File: src/rtl/mul_shift_add_if.sv
// Operand/product handshake bundle for the shift-and-add multiplier.
// Both streams use valid/ready: a transfer happens on a rising edge where valid && ready.
interface mul_shift_add_if #(
  parameter int N = 32
);
  logic           in_valid;
  logic           in_ready;
  logic [N-1:0]   a;
  logic [N-1:0]   b;
  logic           out_valid;
  logic           out_ready;
  logic [2*N-1:0] product;

  modport master (
    output in_valid, a, b, out_ready,
    input  in_ready, out_valid, product
  );

  modport slave (
    input  in_valid, a, b, out_ready,
    output in_ready, out_valid, product
  );
endinterface

File: src/rtl/mul_shift_add.sv
// Iterative unsigned shift-and-add multiplier, one multiplicand shift per clock.
// Optional MUL_EARLY_EXIT_EN: finish as soon as the remaining multiplier bits are all zero.
module mul_shift_add #(
  parameter int N = 32
) (
  input  logic               clk,
  input  logic               rst,
  mul_shift_add_if.slave     bus,
  output logic [1:0]         dbg_state
);
  localparam int CW = $clog2(N) + 1;
  localparam logic [CW-1:0] LAST = CW'(N - 1);

  typedef enum logic [1:0] {
    IDLE = 2'd0,
    BUSY = 2'd1,
    DONE = 2'd2
  } state_t;

  state_t         state;
  logic [2*N-1:0] mcand;
  logic [N-1:0]   mplier;
  logic [2*N-1:0] acc;
  logic [CW-1:0]  count;
  logic           last_step;

`ifdef MUL_EARLY_EXIT_EN
  // Once the multiplier has no set bits left, further steps add nothing.
  assign last_step = (count == LAST) || ((mplier >> 1) == '0);
`else
  assign last_step = (count == LAST);
`endif

  assign bus.product = acc;
  assign dbg_state   = state;

  always_ff @(posedge clk) begin
    if (rst) begin
      state         <= IDLE;
      bus.in_ready  <= 1'b1;
      bus.out_valid <= 1'b0;
      mcand         <= '0;
      mplier        <= '0;
      acc           <= '0;
      count         <= '0;
    end else begin
      case (state)
        IDLE: begin
          if (bus.in_valid && bus.in_ready) begin
            mcand        <= {{N{1'b0}}, bus.a};
            mplier       <= bus.b;
            acc          <= '0;
            count        <= '0;
            bus.in_ready <= 1'b0;
            state        <= BUSY;
          end
        end
        BUSY: begin
          // Product of two N-bit values fits in 2N bits, so the sum never carries out.
          if (mplier[0]) acc <= acc + mcand;
          mcand  <= mcand << 1;
          mplier <= mplier >> 1;
          count  <= count + CW'(1);
          if (last_step) begin
            bus.out_valid <= 1'b1;
            state         <= DONE;
          end
        end
        DONE: begin
          if (bus.out_ready) begin
            bus.out_valid <= 1'b0;
            bus.in_ready  <= 1'b1;
            state         <= IDLE;
          end
        end
        default: begin
          bus.out_valid <= 1'b0;
          bus.in_ready  <= 1'b1;
          state         <= IDLE;
        end
      endcase
    end
  end
endmodule

File: src/flat_wrapper.sv
// flat-port wrapper written by rule: the top's interface ports become plain ports
module mul_shift_add_flat 
#(
  parameter int N = 32
)
  (clk, rst, dbg_state, bus_in_valid, bus_a, bus_b, bus_out_ready, bus_in_ready, bus_out_valid, bus_product);
  mul_shift_add_if #(.N(N)) bus_i ();
  input  logic clk;
  input  logic rst;
  output logic [1:0] dbg_state;
  input wire logic [$bits(bus_i.in_valid)-1:0] bus_in_valid;
  input wire logic [$bits(bus_i.a)-1:0] bus_a;
  input wire logic [$bits(bus_i.b)-1:0] bus_b;
  input wire logic [$bits(bus_i.out_ready)-1:0] bus_out_ready;
  output wire logic [$bits(bus_i.in_ready)-1:0] bus_in_ready;
  output wire logic [$bits(bus_i.out_valid)-1:0] bus_out_valid;
  output wire logic [$bits(bus_i.product)-1:0] bus_product;
  assign bus_i.in_valid = bus_in_valid;
  assign bus_i.a = bus_a;
  assign bus_i.b = bus_b;
  assign bus_i.out_ready = bus_out_ready;
  assign bus_in_ready = bus_i.in_ready;
  assign bus_out_valid = bus_i.out_valid;
  assign bus_product = bus_i.product;
  mul_shift_add #(.N(N)) u_core (.clk(clk), .rst(rst), .bus(bus_i), .dbg_state(dbg_state));
endmodule
File: config.mk
export PLATFORM = sky130hd
export DESIGN_NAME = mul_shift_add_flat
export DESIGN_NICKNAME = d
export VERILOG_FILES = /design/src/rtl/mul_shift_add_if.sv /design/src/rtl/mul_shift_add.sv /design/src/flat_wrapper.sv
export SDC_FILE = /design/constraint.sdc
export NUM_CORES = 1
export LEC_CHECK = 0
export CORE_AREA = 4 4 188 190
export CTS_BUF_LIST = sky130_fd_sc_hd__clkbuf_16
export CTS_CLUSTER_SIZE = 14
export DETAILED_ROUTE_END_ITERATION = 12
export DIE_AREA = 0 0 192 194
export GPL_ROUTABILITY_DRIVEN = 0
export GPL_TIMING_DRIVEN = 0
export PLACE_DENSITY_LB_ADDON = 0.12
export SETUP_SLACK_MARGIN = 0.3
export SYNTH_ARGS = -nofsm -noshare
export SYNTH_HDL_FRONTEND = slang
export SYNTH_SLANG_ARGS = --single-unit
File: constraint.sdc
create_clock -name clk -period 8.95 [get_ports clk]
set_clock_uncertainty 0.15 [all_clocks]
set_input_delay 1.3425 -clock clk [delete_from_list [all_inputs] [get_ports clk]]
set_output_delay 1.3425 -clock clk [all_outputs]
set_load 0.05 [all_outputs]
After elaboration in Yosys (flattened, before gate mapping)
Cells that the tools add are included.
{"block": "totals", "ff_bits": 170, "inputBits": 68, "output_inout_bits": 68, "wordCells": 45}
{"block": "op_classes", "n_addsub": 2, "eq_ne": 7, "n_mux": 19, "n_bitwise": 2, "n_reduce_logical": 8}
{"operator": "one-hot mux 64 bit (2 select lines)", "count": 2}
{"operator": "2-to-1 mux 64 bit", "count": 3}
{"operator": "adder 64 bit", "count": 1}
{"operator": "one-hot mux 32 bit (2 select lines)", "count": 1}
{"operator": "2-to-1 mux 32 bit", "count": 1}
{"operator": "one-hot mux 6 bit (2 select lines)", "count": 1}
{"operator": "AND reduction 3 bit", "count": 4}
{"operator": "adder 6 x 1 -> 6 bit (second input constant)", "count": 1}
{"operator": "equality test 6 x 5 -> 1 bit (second input constant)", "count": 1}
{"operator": "2-to-1 mux 2 bit", "count": 3}
{"operator": "2-to-1 mux 6 bit", "count": 1}
{"operator": "inequality test 2 x 1 -> 1 bit (second input constant)", "count": 3}
{"operator": "one-hot mux 1 bit (3 select lines)", "count": 2}
{"operator": "one-hot mux 2 bit (3 select lines)", "count": 1}
{"operator": "2-to-1 mux 1 bit", "count": 4}
{"operator": "equality test 2 x 1 -> 1 bit (second input constant)", "count": 1}
{"operator": "equality test 2 bit (second input constant)", "count": 1}
{"operator": "zero test 2 bit", "count": 1}
{"operator": "inequality test 2 bit (second input constant)", "count": 1}
{"operator": "inverter 1 bit", "count": 2}
{"operator": "AND reduction 2 bit", "count": 1}
{"operator": "nonzero test 2 bit", "count": 1}
{"operator": "logical AND 1 bit", "count": 1}

Depth between registers and ports, before layout
Gate-level depths: netlist (run 1).
{"block": "logic_depth", "depth_word": 3, "mapped_depth": 13, "ltp_nobuf": 13}

Worst setup path before layout (run 1)
Ideal clock, no wire load.
{"block": "synth_path", "path_kind": "reg2reg", "start": "reg u_core.acc[0], in the netlist u_core.bus.product[0]", "end": "reg u_core.acc[56], in the netlist u_core.bus.product[56]", "setup_time_ps": 74, "arrival_time_ps": 3209, "t_required_ps": 8726, "path_slack_ps": 5517, "stages_incl_launch_ff": 14, "n_path_buf": 0, "synth_period_minus_slack_ps": 3433, "path_cell_list": "dfxtp_1 > ha_1 > inv_1 > fa_1 > nand2b_1 > a21oi_1 > o21ai_1 > o311ai_2 > a21oi_1 > o41ai_2 > a21o_1 > a311oi_1 > xor2_1 > o21ai_0"}
{"block": "synth_between", "elab_chain_cells": 3}
{"item": "start, declared", "line": "mul_shift_add.sv:23", "source": "logic [2*N-1:0] acc;"}
{"item": "start signal, assigned", "line": "mul_shift_add.sv:60", "source": "if (mplier[0]) acc <= acc + mcand;"}
{"item": "adder 64 bit", "line": "mul_shift_add.sv:60"}
{"item": "2-to-1 mux 64 bit", "line": "mul_shift_add.sv:60"}
{"item": "one-hot mux 64 bit (2 select lines)", "line": "mul_shift_add.sv:47", "source": "case (state)"}
No other way between the ends. The select of a mux whose other input is x is not followed.
A chain may end at the register's enable or synchronous reset.

Worst setup path in the final report (run 1)
{"block": "layout_path", "start": "reg u_core.mcand[0]", "end": "reg u_core.acc[40], in the netlist u_core.bus.product[40]"}
{"block": "layout_between", "elab_chain_cells": 3}
{"item": "start, declared", "line": "mul_shift_add.sv:21", "source": "logic [2*N-1:0] mcand;"}
{"item": "start signal, assigned", "line": "mul_shift_add.sv:50", "source": "mcand <= {{N{1'b0}}, bus.a};"}
{"item": "start signal, assigned", "line": "mul_shift_add.sv:61", "source": "mcand <= mcand << 1;"}
{"item": "adder 64 bit", "line": "mul_shift_add.sv:60"}
{"item": "2-to-1 mux 64 bit", "line": "mul_shift_add.sv:60"}
{"item": "one-hot mux 64 bit (2 select lines)", "line": "mul_shift_add.sv:47"}
No other way between the ends. The select of a mux whose other input is x is not followed.

==> key figures, run 1 <==
Worst setup path
  • Crit path capture: u_core.bus.product[40]$_SDFFE_PP0P_
  • Reg-to-Reg End: u_core.bus.product[40]$_SDFFE_PP0P_
  • Reg-to-Reg Start: u_core.mcand[0]$_SDFFE_PP0P_
  • CP Data Required Time: 9.11 ns
  • CP Max Fanout: 3
  • Worst Setup End Kind: flop
  • Critical path class: flop to flop
  • Reg2reg setup slack: 4.97 ns
  • Crit path launch: u_core.mcand[0]$_SDFFE_PP0P_
  • Crit path DAT: about 4.1 ns
  • Setup crit start kind: flop
  • Reg2Reg Depth: 13

Yosys
  • Synth cell types: 64
  • Mapped Nets: roughly 1400
  • Adder-cell share of the synthesized area: 0.0824
  • Post-Syn Instances: between 1000 and 1500
  • Yosys reg bits: 170
  • Post-synth top area cell: dfxtp_1
  • Fraction of the mapped netlist area in simple logic gates: 0.210
  • Sequential fraction of the synthesis area: 0.342
  • Largest family of logic cells by synthesized area: compound AO/OA/AOI/OAI gates
  • Mapped Avg Cell Area: about 7.7 um^2
  • Mux cell area share after synthesis: 0.00201
  • Top cells by area, synth: dfxtp_1 (34%), nand2_1 (8.4%), ha_1 (8.0%), nor2_1 (6.4%), a311oi_1 (5.6%)
  • Synth Area in Compound Gates: 0.270
  • Synthesized cell area: 9960 um^2
  • Main synth FF type: dfxtp_1
  • Yosys warnings: 0
  • Post-Synth XOR/XNOR Area: 0.0519
  • Yosys top cell area share: 0.342
  • EDFF count, synth: 0
  • Synth async-reset ratio: 0

Floorplanning
  • Starting Density: 0.298
  • FP Rows: 67
  • Die W: around 190 um
  • Core footprint: approximately 33000 um^2
  • Die ar.: 37200 um^2
  • Die Ht: 194 um
  • IO Pins: ~140

Finish
  • Post-layout util: 0.372
  • Fin cells: about 1900
  • Area growth syn-to-layout: 25.1%
  • Nets: 1574
  • Layout cells sized above 1: 0.0344
  • N_diodes: 0
  • # fillers: ~3600

Clocking
  • Num CTS Buffers: 17
  • Max Buffers Root-to-Sink: 2
  • Clock Tree Root: clkbuf_16
  • Post-CTS resize count: 0
  • CTS Hold Bufs: 0
  • H-tree Lvls: 4
  • Clk_lat worst skew: around 0.45 ns
  • Clock sink total: 170
  • TritonCTS clock tree: yes
  • Clock transition at the register clock pins on the worst setup and hold paths after CTS: approximately 0.070 ns
  • Setup Fix Bufs, Post-CTS: 0

Timing
  • Final setup viols: 0
  • Fin crit period: slightly below 4 ns
  • RSZ-0062 raised after global routing: no
  • Fin crit share: 0.445
  • Max Freq: 0.251 GHz
  • Transition time of the tightest slew-check pin: ~1.0 ns
  • Pins Over Slew Limit: 0
  • Sum Neg Setup Slack: 0 ns
  • Relative slew slack: 0.325
  • Final hold vios: 0
  • Worst Slack Setup Final: 4.97 ns

Hold path
  • Hold WC Path Type: flop to flop

Status
  • Run status: completed

Global routing
  • Remaining global-route overflow: 0
  • Tot GR Track Use: 0.175
  • Initial antenna violation count: 0
  • Largest net degree at the start of global routing: 17
  • First-pass GRT wire length: ~52000 um
  • Vias in the first global route: between 9000 and 10000

Route
  • Routed WL: roughly 33000 um
  • Iteration count of the initial detailed-routing pass: 5
  • Wire per inst: between 15 and 20 um
  • DRT antenna net count: 0
  • Routed vias/inst: around 5.1
  • First DRT Iteration DRCs: 583
  • Via count: approximately 9700
  • DRC errors left: 0

Place
  • Final HPWL DP: around 25000 um
  • DP Worst Slack: 4.66 ns
  • I/O Buffers: 134
  • Placed cell count: about 1900

Power and ir drop
  • Maximum VDD drop: around 0.13 mV
  • Leakage: 0.00483 uW
  • P per Cell Area: between 150 and 200 nW/um^2

Run
  • Max_cap viols: 0
layer usage:
layer  track usage  up-vias  routed length [um]
li1              -     4940                   -
met1         0.242     4539               16000
met2         0.285      191               15100
met3        0.0333       24                1300
met4        0.0370        0                 361
met5             0        -                   0
per-stage QoR:
| stage | hold slack, ns | instance area [um^2] | total power [uW] |
|---|---|---|---|
| after global placement | 0.308 | 11900 | 1130 |
| after floorplan | 0.305 | 9960 | 1020 |
| after detailed placement | 0.318 | 11900 | 1130 |
| final | 0.326 | 12500 | 1880 |
| after global routing | 0.352 | 12500 | 1980 |
| after CTS | 0.327 | 12500 | 1910 |
critical path, stage by stage (launching register included):
cell and delay (ns):
dfxtp_1 0.41, ha_1 0.21, inv_1 0.06, fa_1 0.39, nand2b_1 0.18, a21oi_1 0.30, o21ai_1 0.21, o311ai_2 0.43
a21oi_1 0.25, o21ai_0 0.43, a21boi_0 0.28, o221ai_1 0.30, xnor2_1 0.15, o21ai_0 0.08
cell type report:
class	instances	area [um^2]	area share
Multi-Input combinational cell	1009	6140	0.493
Sequential cell	170	3400	0.273
Timing Repair Buffer	134	1340	0.108
Tap cell	448	561	0.0450
Clock buffer	17	425	0.0342
Buffer	90	347	0.0278
Clock inverter	14	173	0.0139
Inverter	19	71.3	0.00573
cell usage after synthesis (13+ instances only):
cell and instances:
nand2_1 224, dfxtp_1 170, nor2_1 170, a21oi_1 91, clkbuf_1 74, a311oi_1 64
ha_1 64, a22oi_1 62, o21ai_0 61, xnor2_1 35, a21o_1 29, xor2_1 24
nand4_1 21, inv_1 19, nor3_1 17, o21bai_1 14, nand3_1 13
kinds of logic after synthesis:
logic type,count (synthesis)
AOI/OAI and AO/OA,388
muxes,2
and+or+nand+nor,495
DFF,170
adders and majority gates,65
xor gates and xnor gates,59
buffers and inverters,109
how the worst min path moves through the flow:
stage / start / to / depth (start not counted)
after floorplan: u_core.mplier[11]$_SDFFE_PP0P_ / u_core.mplier[10]$_SDFFE_PP0P_ / 2
after global placement: u_core.mplier[7]$_SDFFE_PP0P_ / u_core.mplier[6]$_SDFFE_PP0P_ / 2
after detailed placement: u_core.mplier[11]$_SDFFE_PP0P_ / u_core.mplier[10]$_SDFFE_PP0P_ / 2
after CTS: u_core.mplier[11]$_SDFFE_PP0P_ / u_core.mplier[10]$_SDFFE_PP0P_ / 2
after global routing: u_core.mplier[3]$_SDFFE_PP0P_ / u_core.mplier[2]$_SDFFE_PP0P_ / 2
final: u_core.mplier[2]$_SDFFE_PP0P_ / u_core.mplier[1]$_SDFFE_PP0P_ / 2
registers in the layout, summed over array words and instances (netlist names):
name / count
u_core.bus.in_ready: 1
u_core.bus.out_valid: 1
u_core.bus.product: 64
u_core.count: 6
u_core.dbg_state: 2
u_core.mcand: 64
u_core.mplier: 32
report_power, final:
part           leakage [uW]  total, uW  internal, uW  switching, uW
logic               0.00316        287           103            184
clock network      0.000290        775           440            335
registers           0.00139        823           794           29.5
total               0.00483       1880          1340            548
cell usage in the layout (no fill, tap or decap), drive strengths merged, types with 21 or more instances in the layout:
cell / count
a21o: 30
a21oi: 93
a22oi: 62
a311oi: 64
clkbuf: 92
clkdlybuf4s50: 134
dfxtp: 170
ha: 64
inv: 23
nand2: 224
nand4: 21
nor2: 170
o21ai: 65
xnor2: 35
xor2: 24
Note: power is estimated with default switching activity, not from simulation.
==> inputs of run 2 (changes only) <==
Clock period 8.95 ns to 3.5 ns, I/O delays scaled along.
==> run 2 against run 1 <==
  * Wire length is 2.7% higher
  * Critical endpoint is now u_core.bus.product[62]$_SDFFE_PP0P_
  * Critical path type unchanged
  * Clock power is 140% higher
  * Cell count rose by 1.4%
  * Sequential cell count unchanged
  * Clock-buffer cell count up 1
==> key figures, run 2 (synthesis gave the netlist of run 1 again) <==
Clocking
  • H-tree Lvls: 4
  • Clock Tree Root: clkbuf_16
  • Clock transition at the register clock pins on the worst setup and hold paths after CTS: 0.07 ns
  • TritonCTS clock tree: yes
  • Clock sink total: 170
  • Num CTS Buffers: 17
  • Max Buffers Root-to-Sink: 2
  • Clk_lat worst skew: approximately 0.45 ns

Worst setup path
  • Setup crit start kind: flop
  • CP peak stage delay: ~0.38 ns
  • Worst Setup End Kind: flop
  • Worst path bufs/invs: 0
  • CP max-delay cell: ha_1
  • Cell family with most CP delay: compound AO/OA/AOI/OAI gates
  • Critical path class: flop to flop
  • CP Data Required Time: ~3.7 ns
  • Crit path DAT: between 3 and 4 ns
  • CP Max Fanout: 6
  • Worst-path cell chain: ha_1 > and2_1 > a21o_1 > a221o_1 > a21o_1 > o21ai_2 > nand3_2 > a21oi_4 > or4_4 > a21oi_2 > a221o_1

Power and ir drop
  • Leakage: approximately 0.0051 uW
  • Power Total: about 4800 uW
  • P per Cell Area: approximately 370 nW/um^2
  • Maximum VDD drop: about 0.4 mV

Place
  • Placed cell count: between 1500 and 2000
  • Final HPWL DP: 25500 um
  • I/O Buffers: 134
  • DP Worst Slack: -0.492 ns

Run
  • Max_cap viols: 0

Route
  • Wire per inst: approximately 17 um
  • Routed vias/inst: around 5.2
  • Via count: approximately 10000
  • First DRT Iteration DRCs: ~560
  • DRT antenna net count: 0
  • Iteration count of the initial detailed-routing pass: 5
  • DRC errors left: 0
  • Routed WL: 33700 um

Timing
  • Final setup viols: 0
  • Relative slew slack: 0.313
  • Fin crit share: 0.893
  • Final hold vios: 0
  • Max Freq: about 0.32 GHz
  • RSZ-0062 raised after global routing: yes
  • Worst Slack Setup Final: 0.376 ns
  • Fin crit period: between 3 and 4 ns
  • Pins Over Slew Limit: 0
  • Transition time of the tightest slew-check pin: 1.03 ns

Finish
  • Layout cells sized above 1: 0.110
  • Nets: 1600
  • Most frequent cells in the layout: nand2_1 (224), nor2_1 (166), dfxtp_1 (150)
  • Area growth syn-to-layout: 31.2%
  • N_diodes: 0
  • Most common cell after layout, fill and taps aside: nand2_1
  • Fin cells: between 1500 and 2000
  • # fillers: between 3000 and 4000

Floorplanning
  • Die Ht: around 190 um
  • Starting Density: 0.298
  • IO Pins: 136
  • Die ar.: around 37000 um^2
  • Die W: approximately 190 um
  • FP Rows: 67
  • Core footprint: between 30000 and 40000 um^2

Global routing
  • Tot GR Track Use: 0.179
  • GR peak layer: met2
  • Vias in the first global route: roughly 9900
  • Global-route met1 utilization: 0.247
  • First-pass GRT wire length: 53400 um
  • Largest net degree at the start of global routing: 17
  • Remaining global-route overflow: 0
  • Initial antenna violation count: 0
  • Routing usage on met2: 0.286
  • GR Util met3: 0.0362

Status
  • Run status: completed

Hold path
  • Hold WC Path Type: flop to flop
## run 2: cell types whose count changed in the layout (fill, tap and decap cells not counted), sizes merged
cell,delta
buf,+27
bufinv,-2
clkinv,-2
clkinvlp,+3
inv,+1
## run 2: worst reg2reg max path, cell delays in order (launching register included)
cell	delay (ns)
dfxtp_1	0.33
ha_1	0.38
and2_1	0.23
a21o_1	0.19
a221o_1	0.38
a21o_1	0.25
o21ai_2	0.17
nand3_2	0.14
a21oi_4	0.30
or4_4	0.19
a21oi_2	0.05
a221o_1	0.28
## run 2: area by class of cell
type / count / area [um^2] / share of cell area
inverter: 19 / 71.3 / 0.00546
buffer: 90 / 375 / 0.0287
tap: 448 / 561 / 0.0429
clock inverter: 14 / 119 / 0.00910
multi-input combinational: 1009 / 6510 / 0.499
timing repair buffer: 160 / 1540 / 0.118
clock buffer: 18 / 450 / 0.0345
sequential: 170 / 3440 / 0.263
## run 2: per-layer routing
metal | up-vias | routed length (um)
met5 | - | 0
met4 | 0 | 531
met3 | 33 | 1580
met2 | 224 | 15600
met1 | 4726 | 16000
li1 | 5013 | -
## run 2: final timing paths
check,startpoint,end,slack [ns],cells after the start
setup reg to reg,u_core.bus.product[20]$_SDFFE_PP0P_,u_core.bus.product[62]$_SDFFE_PP0P_,0.38,11
setup / recovery,u_core.bus.product[20]$_SDFFE_PP0P_,u_core.bus.product[62]$_SDFFE_PP0P_,0.38,11
hold reg to reg,u_core.mplier[5]$_SDFFE_PP0P_,u_core.mplier[4]$_SDFFE_PP0P_,0.33,2
hold / removal,u_core.mplier[5]$_SDFFE_PP0P_,u_core.mplier[4]$_SDFFE_PP0P_,0.33,2
## run 2: repair_timing
item,CTS,global route
gates resized for setup,31,97
setup buffers,12,14
hold buffers,0,0
endpoints found under the setup margin,21,40
pin swaps,14,23
## run 2: metrics by stage
stage	TNS (ns)	cell area, um^2	utilization	hold slack [ns]
floorplan	0	9970	-	0.305
global placement	-2.78	11900	0.355	0.311
detailed placement	-2.42	11900	0.355	0.319
CTS	0	12700	0.379	0.328
global route	0	13100	0.390	0.350
finish	0	13100	0.390	0.326
## run 2: power by group
group	switching (uW)	total (uW)	internal, uW
combinational	480	766	287
sequential	81.4	2110	2030
clock	867	1890	1020
==> inputs of run 3 (changes only) <==
Settings changed: CTS_CLUSTER_SIZE 14 to 12.
==> results of run 3 <==
Final layout, timing and power as in run 2 (identical DEF).
